## src/rtl/redux_mc.sv

```systemverilog
// Multicycle Redux core: FETCH/EXEC/MEM sequencer with req/ack instruction and data ports,
// start/halt control and a retired-instruction counter.
module redux_mc #(
  parameter int unsigned     WIDTH    = 8,
  parameter int unsigned     PC_W     = 8,
  parameter logic [PC_W-1:0] RESET_PC = '0
) (
  input  logic             clk,
  input  logic             rst_n,
  input  logic             run,
  output logic             imem_req,
  output logic [PC_W-1:0]  imem_addr,
  input  logic             imem_ack,
  input  logic [7:0]       imem_data,
  output logic             dmem_req,
  output logic             dmem_we,
  output logic [WIDTH-1:0] dmem_addr,
  output logic [WIDTH-1:0] dmem_wdata,
  input  logic             dmem_ack,
  input  logic [WIDTH-1:0] dmem_rdata,
  output logic             halted,
  output logic [15:0]      retired
);

  localparam int unsigned SH_W = $clog2(WIDTH);
  localparam int unsigned CW   = (WIDTH < PC_W) ? WIDTH : PC_W;

  localparam logic [3:0] OP_BRZR = 4'd0,  OP_JI  = 4'd1,  OP_LD  = 4'd2,  OP_ST   = 4'd3;
  localparam logic [3:0] OP_ADDI = 4'd4,  OP_NOT = 4'd5,  OP_ADD = 4'd6,  OP_SUB  = 4'd7;
  localparam logic [3:0] OP_AND  = 4'd8,  OP_OR  = 4'd9,  OP_XOR = 4'd10, OP_SHL  = 4'd11;
  localparam logic [3:0] OP_SHR  = 4'd12, OP_LI  = 4'd13, OP_NOP = 4'd14, OP_HALT = 4'd15;

  typedef enum logic [2:0] {
    S_IDLE, S_FETCH, S_EXEC, S_MEM, S_HALTED
  } state_e;

  state_e           state_q, state_d;
  logic [PC_W-1:0]  pc_q, pc_d;
  logic [7:0]       ir_q, ir_d;
  logic [WIDTH-1:0] rf_q [4];
  logic [WIDTH-1:0] rf_d [4];
  logic [15:0]      ret_q, ret_d;
  logic             imem_req_q, imem_req_d;
  logic             dmem_req_q, dmem_req_d;
  logic             dmem_we_q, dmem_we_d;
  logic [WIDTH-1:0] dmem_addr_q, dmem_addr_d;
  logic [WIDTH-1:0] dmem_wdata_q, dmem_wdata_d;
  logic             halted_q, halted_d;

  logic [3:0]       op;
  logic [1:0]       ra, rb;
  logic [3:0]       imm;
  logic [WIDTH-1:0] ra_val, rb_val;
  logic [SH_W-1:0]  sh;
  logic [PC_W-1:0]  pc_inc, ji_off, br_tgt;

  // Instruction field decode and operand fetch
  assign op     = ir_q[7:4];
  assign ra     = ir_q[3:2];
  assign rb     = ir_q[1:0];
  assign imm    = ir_q[3:0];
  assign ra_val = rf_q[ra];
  assign rb_val = rf_q[rb];
  assign sh     = rb_val[SH_W-1:0];
  assign pc_inc = pc_q + PC_W'(1);
  assign ji_off = PC_W'($signed(imm));
  assign br_tgt = PC_W'(rb_val[CW-1:0]);

  always_comb begin
    state_d      = state_q;
    pc_d         = pc_q;
    ir_d         = ir_q;
    rf_d         = rf_q;
    ret_d        = ret_q;
    dmem_addr_d  = dmem_addr_q;
    dmem_wdata_d = dmem_wdata_q;

    unique case (state_q)
      S_IDLE: begin
        if (run) state_d = S_FETCH;
      end
      S_FETCH: begin
        if (imem_ack) begin
          ir_d    = imem_data;
          state_d = S_EXEC;
        end
      end
      S_EXEC: begin
        state_d = S_FETCH;
        pc_d    = pc_inc;
        ret_d   = ret_q + 16'd1;
        unique case (op)
          OP_BRZR: if (ra_val == '0) pc_d = br_tgt;
          OP_JI:   pc_d = pc_q + ji_off;
          OP_LD, OP_ST: begin
            // Retirement and PC advance are deferred to the data ack
            state_d      = S_MEM;
            pc_d         = pc_q;
            ret_d        = ret_q;
            dmem_addr_d  = rb_val;
            dmem_wdata_d = ra_val;
          end
          OP_ADDI: rf_d[0]  = rf_q[0] + WIDTH'($signed(imm));
          OP_NOT:  rf_d[ra] = ~rb_val;
          OP_ADD:  rf_d[ra] = ra_val + rb_val;
          OP_SUB:  rf_d[ra] = ra_val - rb_val;
          OP_AND:  rf_d[ra] = ra_val & rb_val;
          OP_OR:   rf_d[ra] = ra_val | rb_val;
          OP_XOR:  rf_d[ra] = ra_val ^ rb_val;
          OP_SHL:  rf_d[ra] = ra_val << sh;
          OP_SHR:  rf_d[ra] = ra_val >> sh;
          OP_LI:   rf_d[0]  = WIDTH'(imm);
          OP_HALT: begin
            state_d = S_HALTED;
            pc_d    = pc_q;
          end
          default: ;
        endcase
      end
      S_MEM: begin
        if (dmem_ack) begin
          if (op == OP_LD) rf_d[ra] = dmem_rdata;
          pc_d    = pc_inc;
          ret_d   = ret_q + 16'd1;
          state_d = S_FETCH;
        end
      end
      S_HALTED: ;
      default: state_d = S_IDLE;
    endcase

    // Handshake outputs follow the state being entered, so they are registered with it
    imem_req_d = (state_d == S_FETCH);
    dmem_req_d = (state_d == S_MEM);
    dmem_we_d  = (state_d == S_MEM) && (op == OP_ST);
    halted_d   = (state_d == S_HALTED);
  end

  always_ff @(posedge clk) begin
    if (!rst_n) begin
      state_q      <= S_IDLE;
      pc_q         <= RESET_PC;
      ir_q         <= '0;
      for (int i = 0; i < 4; i++) rf_q[i] <= '0;
      ret_q        <= '0;
      imem_req_q   <= 1'b0;
      dmem_req_q   <= 1'b0;
      dmem_we_q    <= 1'b0;
      dmem_addr_q  <= '0;
      dmem_wdata_q <= '0;
      halted_q     <= 1'b0;
    end else begin
      state_q      <= state_d;
      pc_q         <= pc_d;
      ir_q         <= ir_d;
      rf_q         <= rf_d;
      ret_q        <= ret_d;
      imem_req_q   <= imem_req_d;
      dmem_req_q   <= dmem_req_d;
      dmem_we_q    <= dmem_we_d;
      dmem_addr_q  <= dmem_addr_d;
      dmem_wdata_q <= dmem_wdata_d;
      halted_q     <= halted_d;
    end
  end

  assign imem_req   = imem_req_q;
  assign imem_addr  = pc_q;
  assign dmem_req   = dmem_req_q;
  assign dmem_we    = dmem_we_q;
  assign dmem_addr  = dmem_addr_q;
  assign dmem_wdata = dmem_wdata_q;
  assign halted     = halted_q;
  assign retired    = ret_q;

endmodule

```

## config.mk

```make
export PLATFORM = sky130hd
export DESIGN_NAME = redux_mc
export DESIGN_NICKNAME = d
export VERILOG_FILES = /design/src/rtl/redux_mc.sv
export SDC_FILE = /design/constraint.sdc
export NUM_CORES = 1
export LEC_CHECK = 0
export CAP_MARGIN = 20
export CORE_MARGIN = 4
export CORE_UTILIZATION = 45
export CTS_BUF_LIST = sky130_fd_sc_hd__clkbuf_8
export CTS_CLUSTER_DIAMETER = 30
export DETAILED_ROUTE_END_ITERATION = 8
export PLACE_DENSITY = 0.69
export SLEW_MARGIN = 20
export SYNTH_ARGS = -nofsm -noshare
export SYNTH_HDL_FRONTEND = slang
export SYNTH_SLANG_ARGS = --single-unit
```

## constraint.sdc

```tcl
create_clock -name clk -period 5 [get_ports clk]
set_input_delay 0.5 -clock clk [delete_from_list [all_inputs] [get_ports clk]]
set_output_delay 0.5 -clock clk [all_outputs]
set_load 0.01 [all_outputs]
```

==> results of run 1 <==
-- cells in the mapped netlist (all sizes together) (17+ instances only) --
master,n
o211ai,21
a21oi,132
nor3,29
ha,40
o22ai,31
nand3,30
nor2,108
o21ai,94
clkbuf,72
dfxtp,87
nand2,144
mux4,17
inv,34
buf,24
-- per-layer routing --
metal	share of wire	global-route usage
met1	0.40	0.4672
met2	0.41	0.4866
met3	0.13	0.09386
met4	0.054	0.1525
met5	0.0013	0
-- sequential cells by signal (all words and copies together), names as in the netlist --
name and flops:
dmem_wdata 8, halted 1, dmem_addr 8, dmem_we 1
dmem_req 1, ir_q 8, state_q 3, imem_addr 8
rf_q 32, imem_req 1, retired 16
-- report_power, final --
part,switching (mW),internal [mW]
clock,0.307,0.238
sequential,0.0182,0.700
combinational,0.194,0.0987
total,0.520,1.04
-- through the flow --
step	total power [mW]	setup slack, ps	hold slack (ps)	instance area, sq um	util
6_report	1.556	731.9	457.5	9424	0.5176
5_1_grt	1.603	468.9	485.2	9424	0.5176
4_1_cts	1.542	873.1	460.5	9424	0.5176
3_5_place_dp	1.011	869.9	448.0	9223	0.5065
3_3_place_gp	1.012	1044	444.7	9223	0.5065
2_1_floorplan	0.9040	1397	472.2	8437	-
-- cells by family (layout without fill, tap and decap cells) --
family	after synthesis	in the layout	share of synthesized area
flops	87	87	0.2064
simple gates	403	403	0.2254
xor+xnor	29	29	0.03010
buf+inv	131	150	0.06347
compound gates	427	427	0.3248
fa+ha+maj	44	44	0.06881
mux	44	44	0.08097
-- final cells by class --
| type | count | area share |
|---|---|---|
| Multi-Input combinational cell | 947 | 0.6536 |
| Sequential cell | 87 | 0.1848 |
| Timing Repair Buffer | 99 | 0.09586 |
| Tap cell | 229 | 0.03040 |
| Inverter | 35 | 0.01394 |
| Clock buffer | 9 | 0.01314 |
| Clock inverter | 7 | 0.008232 |
-- path summary, 6_finish.rpt --
| path | depth (start not counted) | endpoint | from |
|---|---|---|---|
| worst max register to register | 10 | rf_q[7] | ir_q[0] |
| worst max-delay path | 10 | rf_q[7] | ir_q[0] |
| worst min register to register | 2 | dmem_wdata[6] | dmem_wdata[6] |
| worst min-delay path | 2 | dmem_wdata[6] | dmem_wdata[6] |
-- worst min-delay path: cells and delay by family, from the launching register on --
kind	cells	cell delay, ps
AO/OA/AOI/OAI	1	50
flip-flops	1	320
AND/OR/NAND/NOR	1	50
==> load_flow_metrics.sql, run 1 <==
INSERT INTO impl_metrics (metric_group, metric, value, unit) VALUES
('cells_and_area', 'drive_gt1_frac', '0.08108', ''),
('synth', 'synth_net_count', '1230', ''),
('setup_path', 'start_kind', 'flip-flop', ''),
('synth', 'synth_enable_flop_cells', '0', ''),
('setup_path', 'critical_path_cell_list', 'mux4_2, inv_1, ha_1, a211oi_1, o211ai_1, and3b_1, o21ai_0, nand4b_1, a221oi_1, o22ai_1', ''),
('die', 'floorplan.initialDensity', '0.4633', ''),
('synth', 'synthDistinctLibCells', '85', ''),
('placed_design', 'count_of_port_buffers_added_during_placement', '64', ''),
('detailed_routing', 'ant_nets', '0', ''),
('setup_path', 'worst_setup_path_end_kind', 'flip-flop', ''),
('timing', 'worst-slew-pin-transition', '1142', 'ps'),
('grt', 'grt_first_pass_wirelength', '56150', 'um'),
('cells_and_area', 'sequential_cell_area', '0.001742', 'sq mm'),
('timing', 'timing.final.crit_share', '0.8536', ''),
('cells_and_area', 'area_growth_syn_to_layout', '11.70', '%'),
('setup_path', 'critical_path.top_delay_family', 'compound AO/OA/AOI/OAI gates', ''),
('synth', 'netlist_top_cells_area', 'dfxtp_1, a21oi_1, nand2_1', ''),
('detailed_routing', 'first_iter_violations', '1395', ''),
('timing', 'report.final.hold_viol_count', '0', ''),
('cts', 'clk_slew_on_worst_s_h_paths', '100', 'ps'),
('placed_design', 'gpl.final_weighted_congestion', '1.071', ''),
('synth', 'synthesis.area', '0.008437', 'sq mm'),
('die', 'coreArea', '0.01821', 'sq mm'),
('timing', 'maxSlewViolCount', '0', ''),
('detailed_routing', 'detailed_route_drc_error_count', '0', ''),
('setup_path', 'largest_stage_delay_worst_path', '880', 'ps'),
('synth', 'synth-async-reset-ratio', '0', ''),
('die', 'placement_rows', '49', ''),
('timing', 'final-setup-viol-count', '0', ''),
('cts', 'cts.sinks', '87', ''),
('grt', 'globalRouteTotalUtil', '0.3366', ''),
('grt', 'grt_antenna_before_repair', '1', ''),
('hold_path', 'holdCritPathClass', 'flip-flop to flip-flop', ''),
('power_and_ir_drop', 'pwr_cell_area', '165.1', 'mW/mm^2'),
('detailed_routing', 'wl_per_cell', '26.26', 'um'),
('synth', 'synth_warnings', '0', ''),
('cells_and_area', 'most_common_cell_after_layout_fill_and_taps_aside', 'nand2_1', ''),
('placed_design', 'dp.cells', '1397', ''),
('timing', 'fmax', '0.2343', 'GHz'),
('cts', 'clock_tree_from_tritoncts', 'built', ''),
('cts', 'cts_hold_buf', '0', ''),
('grt', 'grt_max_degree', '55', ''),
('cells_and_area', 'layout.nets', '1244', ''),
('timing', 'setup_repair_after_global_routing_missed_its_margin', 'false', ''),
('synth', 'netlist_instances', '1165', ''),
('cells_and_area', 'fillers', '1842', ''),
('timing', 'timing.final.crit_period', '4268', 'ps'),
('detailed_routing', 'dr_total_vias', '9873', ''),
('grt', 'number_of_global_route_vias_before_repair', '9091', ''),
('cts', 'clock-root-buffer', 'clkbuf_8', ''),
('cts', 'clkLatencyLatePin', '400', 'ps'),
('placed_design', 'place_hpwl', '27000', 'um'),
('timing', 'maxSlewHeadroom', '0.2335', ''),
('die', 'dieWidth', '144.9', 'um'),
('cts', 'post_cts_buffers', '0', ''),
('die', 'die_area', '0.02100', 'sq mm'),
('timing', 'final.setup.tns', '0', 'ps'),
('detailed_routing', 'drt_pass1_iterations', '6', ''),
('synth', 'synthesis.area_per_instance', '7.242', 'sq um'),
('outcome', 'run_status', 'finished clean', ''),
('power_and_ir_drop', 'max-vdd-ir-drop', '0.1214', 'mV'),
('detailed_routing', 'finalWirelength', '37100', 'um'),
('synth', 'ys.flop_type', 'dfxtp_1', ''),
('setup_path', 'crit_path_top_delay_cell', 'mux4_2', ''),
('setup_path', 'worstPathBufferInverterCount', '1', ''),
('synth', 'synth-seq-area-share', '0.2064', ''),
('cts', 'clock_path_buffers', '2', ''),
('cts', 'cts-buffers-inserted', '9', ''),
('run', 'timing.max_cap.violations', '0', ''),
('cells_and_area', 'antennaDiodeCount', '0', ''),
('setup_path', 'crit_required', '5260', 'ps');
(Power assumes the default switching activity.)
==> inputs of run 2 (changes only) <==
--- a/config.mk
+++ b/config.mk
@@ -10,6 +10,7 @@
 export CORE_UTILIZATION = 45
 export CTS_BUF_LIST = sky130_fd_sc_hd__clkbuf_8
 export CTS_CLUSTER_DIAMETER = 30
+export CTS_CLUSTER_SIZE = 16
 export DETAILED_ROUTE_END_ITERATION = 8
 export PLACE_DENSITY = 0.69
 export SLEW_MARGIN = 20
==> results of run 2 <==
Final layout, timing and power as in run 1 (identical DEF).
==> inputs of run 3 (changes only) <==
--- a/config.mk
+++ b/config.mk
@@ -7,12 +7,12 @@
 export LEC_CHECK = 0
 export CAP_MARGIN = 20
 export CORE_MARGIN = 4
-export CORE_UTILIZATION = 45
-export CTS_BUF_LIST = sky130_fd_sc_hd__clkbuf_8
+export CORE_UTILIZATION = 30
+export CTS_BUF_LIST = sky130_fd_sc_hd__clkbuf_4
 export CTS_CLUSTER_DIAMETER = 30
 export CTS_CLUSTER_SIZE = 16
 export DETAILED_ROUTE_END_ITERATION = 8
-export PLACE_DENSITY = 0.69
+export PLACE_DENSITY = 0.52
 export SLEW_MARGIN = 20
 export SYNTH_ARGS = -nofsm -noshare
 export SYNTH_HDL_FRONTEND = slang
==> run 3 against run 2 <==
- wire length rose by 3.9%
- highest routed layer unchanged
- power fell by 5.4%
- critical path depth rose by 1
- maximum frequency rose by 0.26%
- clock power fell by 16%
- clock-buffer cell count did not move
- combinational power barely moved
- non-clock buffer count fell by 1
- utilization fell by 17 points
- cell count rose by 11%
==> load_flow_metrics.sql, run 3 (synthesis gave the netlist of run 1 again) <==
INSERT INTO impl_metrics (metric_group, metric, value, unit) VALUES
('grt', 'grt_max_degree', '40', ''),
('detailed_routing', 'finalWirelength', '38530', 'um'),
('setup_path', 'r2r_setup_slack', '740', 'ps'),
('die', 'ios', '65', ''),
('placed_design', 'gpl.final_weighted_congestion', '1.032', ''),
('cts', 'clkLatencyLatePin', '530', 'ps'),
('detailed_routing', 'dr_total_vias', '9706', ''),
('timing', 'fmax', '0.2349', 'GHz'),
('grt', 'grt_antenna_before_repair', '2', ''),
('power_and_ir_drop', 'pwr_cell_area', '154.3', 'mW/mm^2'),
('timing', 'whs', '465.3', 'ps'),
('setup_path', 'worst_setup_path_end_kind', 'flip-flop', ''),
('hold_path', 'holdCritPathClass', 'flip-flop to flip-flop', ''),
('detailed_routing', 'ant_nets', '0', ''),
('timing', 'final.setup.tns', '0', 'ps'),
('die', 'die_area', '0.03087', 'sq mm'),
('cts', 'post_cts.resized_instances', '0', ''),
('cts', 'clk_slew_on_worst_s_h_paths', '190', 'ps'),
('setup_path', 'worst_r2r_path_depth', '11', ''),
('cells_and_area', 'final_cell_mix', 'nand2_1, a21oi_1, nor2_1', ''),
('grt', 'globalRouteTotalUtil', '0.2412', ''),
('hold_path', 'hold_path_startpoint', 'dmem_wdata[1]', ''),
('cells_and_area', 'layout.nets', '1243', ''),
('cts', 'h-tree-depth', '3', ''),
('cts', 'cts.sinks', '87', ''),
('timing', 'maxSlewHeadroom', '0.2215', ''),
('detailed_routing', 'wl_per_cell', '24.67', 'um'),
('setup_path', 'crit_required', '5390', 'ps'),
('setup_path', 'worst_r2r_endpoint', 'rf_q[14]', ''),
('placed_design', 'detailed_place.area', '0.009402', 'sq mm'),
('die', 'placement_rows', '61', ''),
('cells_and_area', 'area_growth_syn_to_layout', '13.10', '%'),
('cts', 'cts_hold_buf', '0', ''),
('run', 'timing.max_cap.violations', '0', ''),
('grt', 'number_of_global_route_vias_before_repair', '9064', ''),
('cells_and_area', 'largest_reg_flops', '32', ''),
('setup_path', 'critical_path_arrival', '4650', 'ps'),
('grt', 'grt_first_pass_wirelength', '57590', 'um'),
('cells_and_area', 'most_common_cell_after_layout_fill_and_taps_aside', 'nand2_1', ''),
('die', 'chipHeight', '175.7', 'um'),
('cts', 'clock_path_buffers', '2', ''),
('cells_and_area', 'largest-register', 'rf_q', ''),
('placed_design', 'place_hpwl', '28580', 'um'),
('cells_and_area', 'postLayoutCellArea', '0.009542', 'sq mm'),
('hold_path', 'min_to', 'dmem_wdata[1]', ''),
('setup_path', 'crit_path_top_delay_cell', 'dfxtp_1', ''),
('timing', 'report.final.hold_viol_count', '0', ''),
('timing', 'final.setup_skew', '20.75', 'ps'),
('cts', 'clock-root-buffer', 'clkbuf_4', ''),
('placed_design', 'count_of_port_buffers_added_during_placement', '64', ''),
('timing', 'final-setup-viol-count', '0', ''),
('hold_path', 'whs_path_depth', '2', ''),
('die', 'dieWidth', '175.7', 'um'),
('timing', 'fin_ws', '742.8', 'ps'),
('die', 'floorplan.initialDensity', '0.3037', ''),
('timing', 'worst-slew-pin-transition', '1163', 'ps'),
('grt', 'globalRouteOverflowTotal', '0', ''),
('setup_path', 'largest_stage_delay_worst_path', '830', 'ps'),
('die', 'coreArea', '0.02778', 'sq mm'),
('detailed_routing', 'drt_pass1_iterations', '6', ''),
('cells_and_area', 'multi_input_gate_area_in_the_final_layout', '0.006160', 'sq mm'),
('power_and_ir_drop', 'max-vdd-ir-drop', '0.1071', 'mV'),
('cts', 'post_cts_buffers', '0', ''),
('outcome', 'run_status', 'finished clean', ''),
('timing', 'setup_repair_after_global_routing_missed_its_margin', 'false', ''),
('setup_path', 'crit_type', 'flip-flop to flip-flop', ''),
('detailed_routing', 'detailed_route_drc_error_count', '0', ''),
('setup_path', 'start_kind', 'flip-flop', ''),
('setup_path', 'critical_path.reg2reg.startpoint', 'ir_q[3]', ''),
('detailed_routing', 'viasPerCell', '6.214', ''),
('setup_path', 'crit_path_max_fanout', '16', ''),
('cts', 'cts-buffers-inserted', '9', ''),
('setup_path', 'critical_path_cell_list', 'buf_4, mux4_2, inv_1, ha_1, o21ai_0, o21bai_1, a21oi_1, xnor2_1, o22ai_1, a2111oi_0, nor3_1', ''),
('timing', 'maxSlewViolCount', '0', ''),
('power_and_ir_drop', 'total_leakage_power', '3.154', 'nW'),
('cells_and_area', 'sequential_cell_area', '0.001742', 'sq mm'),
('timing', 'timing.final.crit_period', '4257', 'ps'),
('timing', 'timing.final.crit_share', '0.8514', ''),
('placed_design', 'post-place-ws', '1022', 'ps'),
('detailed_routing', 'first_iter_violations', '1195', ''),
('cells_and_area', 'fillers', '3059', ''),
('cells_and_area', 'drive_gt1_frac', '0.08030', ''),
('cts', 'clock_tree_from_tritoncts', 'built', '');
[run 3: cell count changes in the layout (fill, tap and decap cells not counted), sizes merged]
cell / delta
buf: -1
bufinv: -1
diode: +1
inv: +1
[run 3: report_power, final]
| part | internal, mW | switching, mW |
|---|---|---|
| sequential | 0.702 | 0.0224 |
| combinational | 0.0979 | 0.192 |
| clock | 0.119 | 0.339 |
| total | 0.918 | 0.554 |
[run 3: worst max path at each step]
| stage | from | end | slack (ps) | cells after the start |
|---|---|---|---|---|
| finish | ir_q[3] | rf_q[14] | 740 | 11 |
| global route | ir_q[3] | rf_q[14] | 590 | 11 |
| floorplan | ir_q[0] | rf_q[12] | 1400 | 14 |
| CTS | ir_q[3] | rf_q[14] | 960 | 11 |
| global placement | ir_q[3] | rf_q[14] | 1060 | 10 |
| detailed placement | ir_q[3] | rf_q[14] | 1020 | 11 |
[run 3: metal layers]
metal  global-route usage  vias to the layer above  wire [um]
met3              0.04262                      126       3650
met2               0.3646                      589      16680
met1               0.3332                     4623      16210
met4               0.1140                        2       1970
met5                    0                        -         13
li1                     -                     4366          -
[run 3: per-stage QoR]
step	util	std cells	total power, mW
CTS	0.3434	1561	1.476
finish	0.3435	1562	1.472
global placement	0.3384	1545	1.021
floorplan	-	1165	0.9040
detailed placement	0.3384	1545	1.018
global route	0.3435	1562	1.524
[run 3: cell type report]
cell class,instances,share of cell area
clock buffers,9,0.007081
repair buffers,98,0.09389
clock inverters,7,0.007343
inverters,35,0.01377
well taps,378,0.04957
diodes,1,0.0002623
flip-flops and latches,87,0.1825
multi-input cells,947,0.6456
[run 3: worst max-delay path: cells and delay by family (launching register included)]
| kind | cells | cell delay (ps) |
|---|---|---|
| muxes | 1 | 410 |
| xor gates and xnor gates | 1 | 260 |
| adders and majority gates | 1 | 600 |
| and+or+nand+nor | 1 | 80 |
| buffers and inverters | 2 | 480 |
| DFF | 1 | 830 |
| AOI/OAI and AO/OA | 5 | 1460 |
==> RTL change (config.mk and constraints of run 1) <==
Encoding of `state_e`: now one-hot (5 bits for 5 states).
--- a/src/rtl/redux_mc.sv
+++ b/src/rtl/redux_mc.sv
@@ -30,8 +30,8 @@
   localparam logic [3:0] OP_AND  = 4'd8,  OP_OR  = 4'd9,  OP_XOR = 4'd10, OP_SHL  = 4'd11;
   localparam logic [3:0] OP_SHR  = 4'd12, OP_LI  = 4'd13, OP_NOP = 4'd14, OP_HALT = 4'd15;
 
-  typedef enum logic [2:0] {
-    S_IDLE, S_FETCH, S_EXEC, S_MEM, S_HALTED
+  typedef enum logic [4:0] {
+    S_IDLE = 5'b00001, S_FETCH = 5'b00010, S_EXEC = 5'b00100, S_MEM = 5'b01000, S_HALTED = 5'b10000
   } state_e;
 
   state_e           state_q, state_d;
Function: same outputs for any inputs over 4 cycles, from zero or initial values and one cycle with rst_n low; so few cycles prove little.
==> RTL change against run 1 <==
Sequential cell count up 2; first-iteration DRC count down 8.1%; cell area down 0.97%; setup slack worse by 0.042 ns; critical path depth unchanged; non-clock buffer count down 6; power down 8.4%; core utilization down 0.50 points; synthesized area down 0.15%; routed wire length down 15%; combinational power down 48%; maximum frequency down 0.98%; hold slack better by 0.043 ns; critical path type unchanged; critical endpoint is now rf_q[20]; largest power group unchanged; highest routed layer is now met4.
==> RTL change: results (changes against run 1) <==
- Outcome: complete, no violations
- HPWL after DPL: 22400 um (-17%)
- RD Place Congestion: 1.04 (-3.2%)
- GRT Util Overall: 30.1% (-3.5 points)
- Routed wl met2: 13300 um (-12%)
- Distinct cells, synth: 95 (+12%)
- WL met3: 3910 um (-21%)
- Post-synthesis adder-cell area fraction: 7.01% (+0.13 points)
- Largest net degree at the start of global routing: 54 (-1.8%)
- Leak: 0.00330 uW (+3.7%)
- Syn_nets: 1159 (-5.8%)
- Xor/xnor share of the synthesized area: 3.64% (+0.63 points)
- First-pass GRT wire length: 48900 um (-13%)
- Fillers: 1789 (-2.9%)
- Vias: 9122 (-7.6%)
- Peak supply drop: 0.109 mV (-10%)
- Fin Clk Skew: 0.0135 ns (+0.000424 ns)
- Vias in the first global route: 8412 (-7.5%)
- Top cells by count, synth: 135 x nor2_1, 89 x dfxtp_1, 84 x nand2_1
- Seq/Total Area, Yosys: 21.1% (+0.51 points)
- Layout cells sized above 1: 8.87% (+0.76 points)
- Iter 0 DRT Violations: 1282 (-8.1%)
- Fin cells: 1345 (-4.8%)
- CP max FO: 16 (-45%)
- CP arrival: 4.67 ns (+0.15 ns)
- Synth Instances: 1094 (-6.1%)
- Synth Area in Compound Gates: 27.1% (-5.3 points)
- CTS clk-pin slew, worst paths: 0.12 ns (+0.02 ns)
- Synth top area cells: dfxtp_1 21%, mux2i_1 6.4%, nor2_1 6.0%
- Initial antenna violation count: 0 (-1)
-- RTL change: cell count changes after synthesis, moves of 7 or more --
| cell | delta |
|---|---|
| a21o_1 | +11 |
| a21oi_1 | -54 |
| a221oi_1 | -8 |
| a22oi_1 | -8 |
| buf_2 | +9 |
| clkbuf_1 | -27 |
| mux2_2 | -8 |
| mux2i_1 | +39 |
| nand2_1 | -60 |
| nand4_1 | +13 |
| nor2_1 | +27 |
| o21a_1 | -7 |
| o21ai_0 | -10 |
| o22ai_1 | -13 |
-- RTL change: path summary, 6_finish.rpt --
check	start	to	slack, ns	cells past startpoint
worst min-delay path	dmem_addr[4]	dmem_addr[4]	0.50	2
worst min register to register	dmem_addr[4]	dmem_addr[4]	0.50	2
worst max register to register	ir_q[2]	rf_q[20]	0.69	10
worst max-delay path	ir_q[2]	rf_q[20]	0.69	10
-- RTL change: critical path, cell delays in order (launching register included) --
cell      delay (ns)
dfxtp_1         0.89
mux4_2          0.76
ha_1            0.31
fa_1            0.43
a21o_1          0.21
a21o_1          0.20
o221a_2         0.25
o21ai_0         0.52
and4bb_1        0.28
a211oi_1        0.20
o221a_2         0.20
-- RTL change: through the flow --
| step | total power (uW) | setup WS [ns] |
|---|---|---|
| finish | 1430 | 0.690 |
| global route | 1470 | 0.544 |
| CTS | 1420 | 0.871 |
| detailed placement | 892 | 0.917 |
| global placement | 891 | 0.930 |
| floorplan | 837 | 1.37 |
-- RTL change: cells by family (layout without fill, tap and decap cells) --
logic type	Yosys count	in the layout
buf+inv	126	148
mux	73	73
compound gates	340	340
xor+xnor	35	35
simple gates	386	386
flops	89	89
fa+ha+maj	45	45
-- RTL change: report_power, final --
| part | internal [uW] | switching [uW] | leakage, uW |
|---|---|---|---|
| clock network | 200 | 344 | 0.000103 |
| logic | 60.4 | 91.5 | 0.00248 |
| registers | 715 | 14.9 | 0.000718 |
| total | 975 | 451 | 0.00330 |
-- RTL change: final cells by class --
cell class | instances | area (um2) | share of cell area [%]
clock buffers | 9 | 124 | 1.33
clock inverters | 7 | 78.8 | 0.845
inverters | 39 | 146 | 1.57
multi-input cells | 879 | 6060 | 64.9
flip-flops and latches | 89 | 1780 | 19.1
well taps | 229 | 287 | 3.07
repair buffers | 93 | 858 | 9.20
-- RTL change: layer usage --
layer,up-vias,global-route usage (%)
met5,-,0
met4,0,12.6
met3,117,7.89
met2,646,43.7
met1,4274,42.3
li1,4085,-
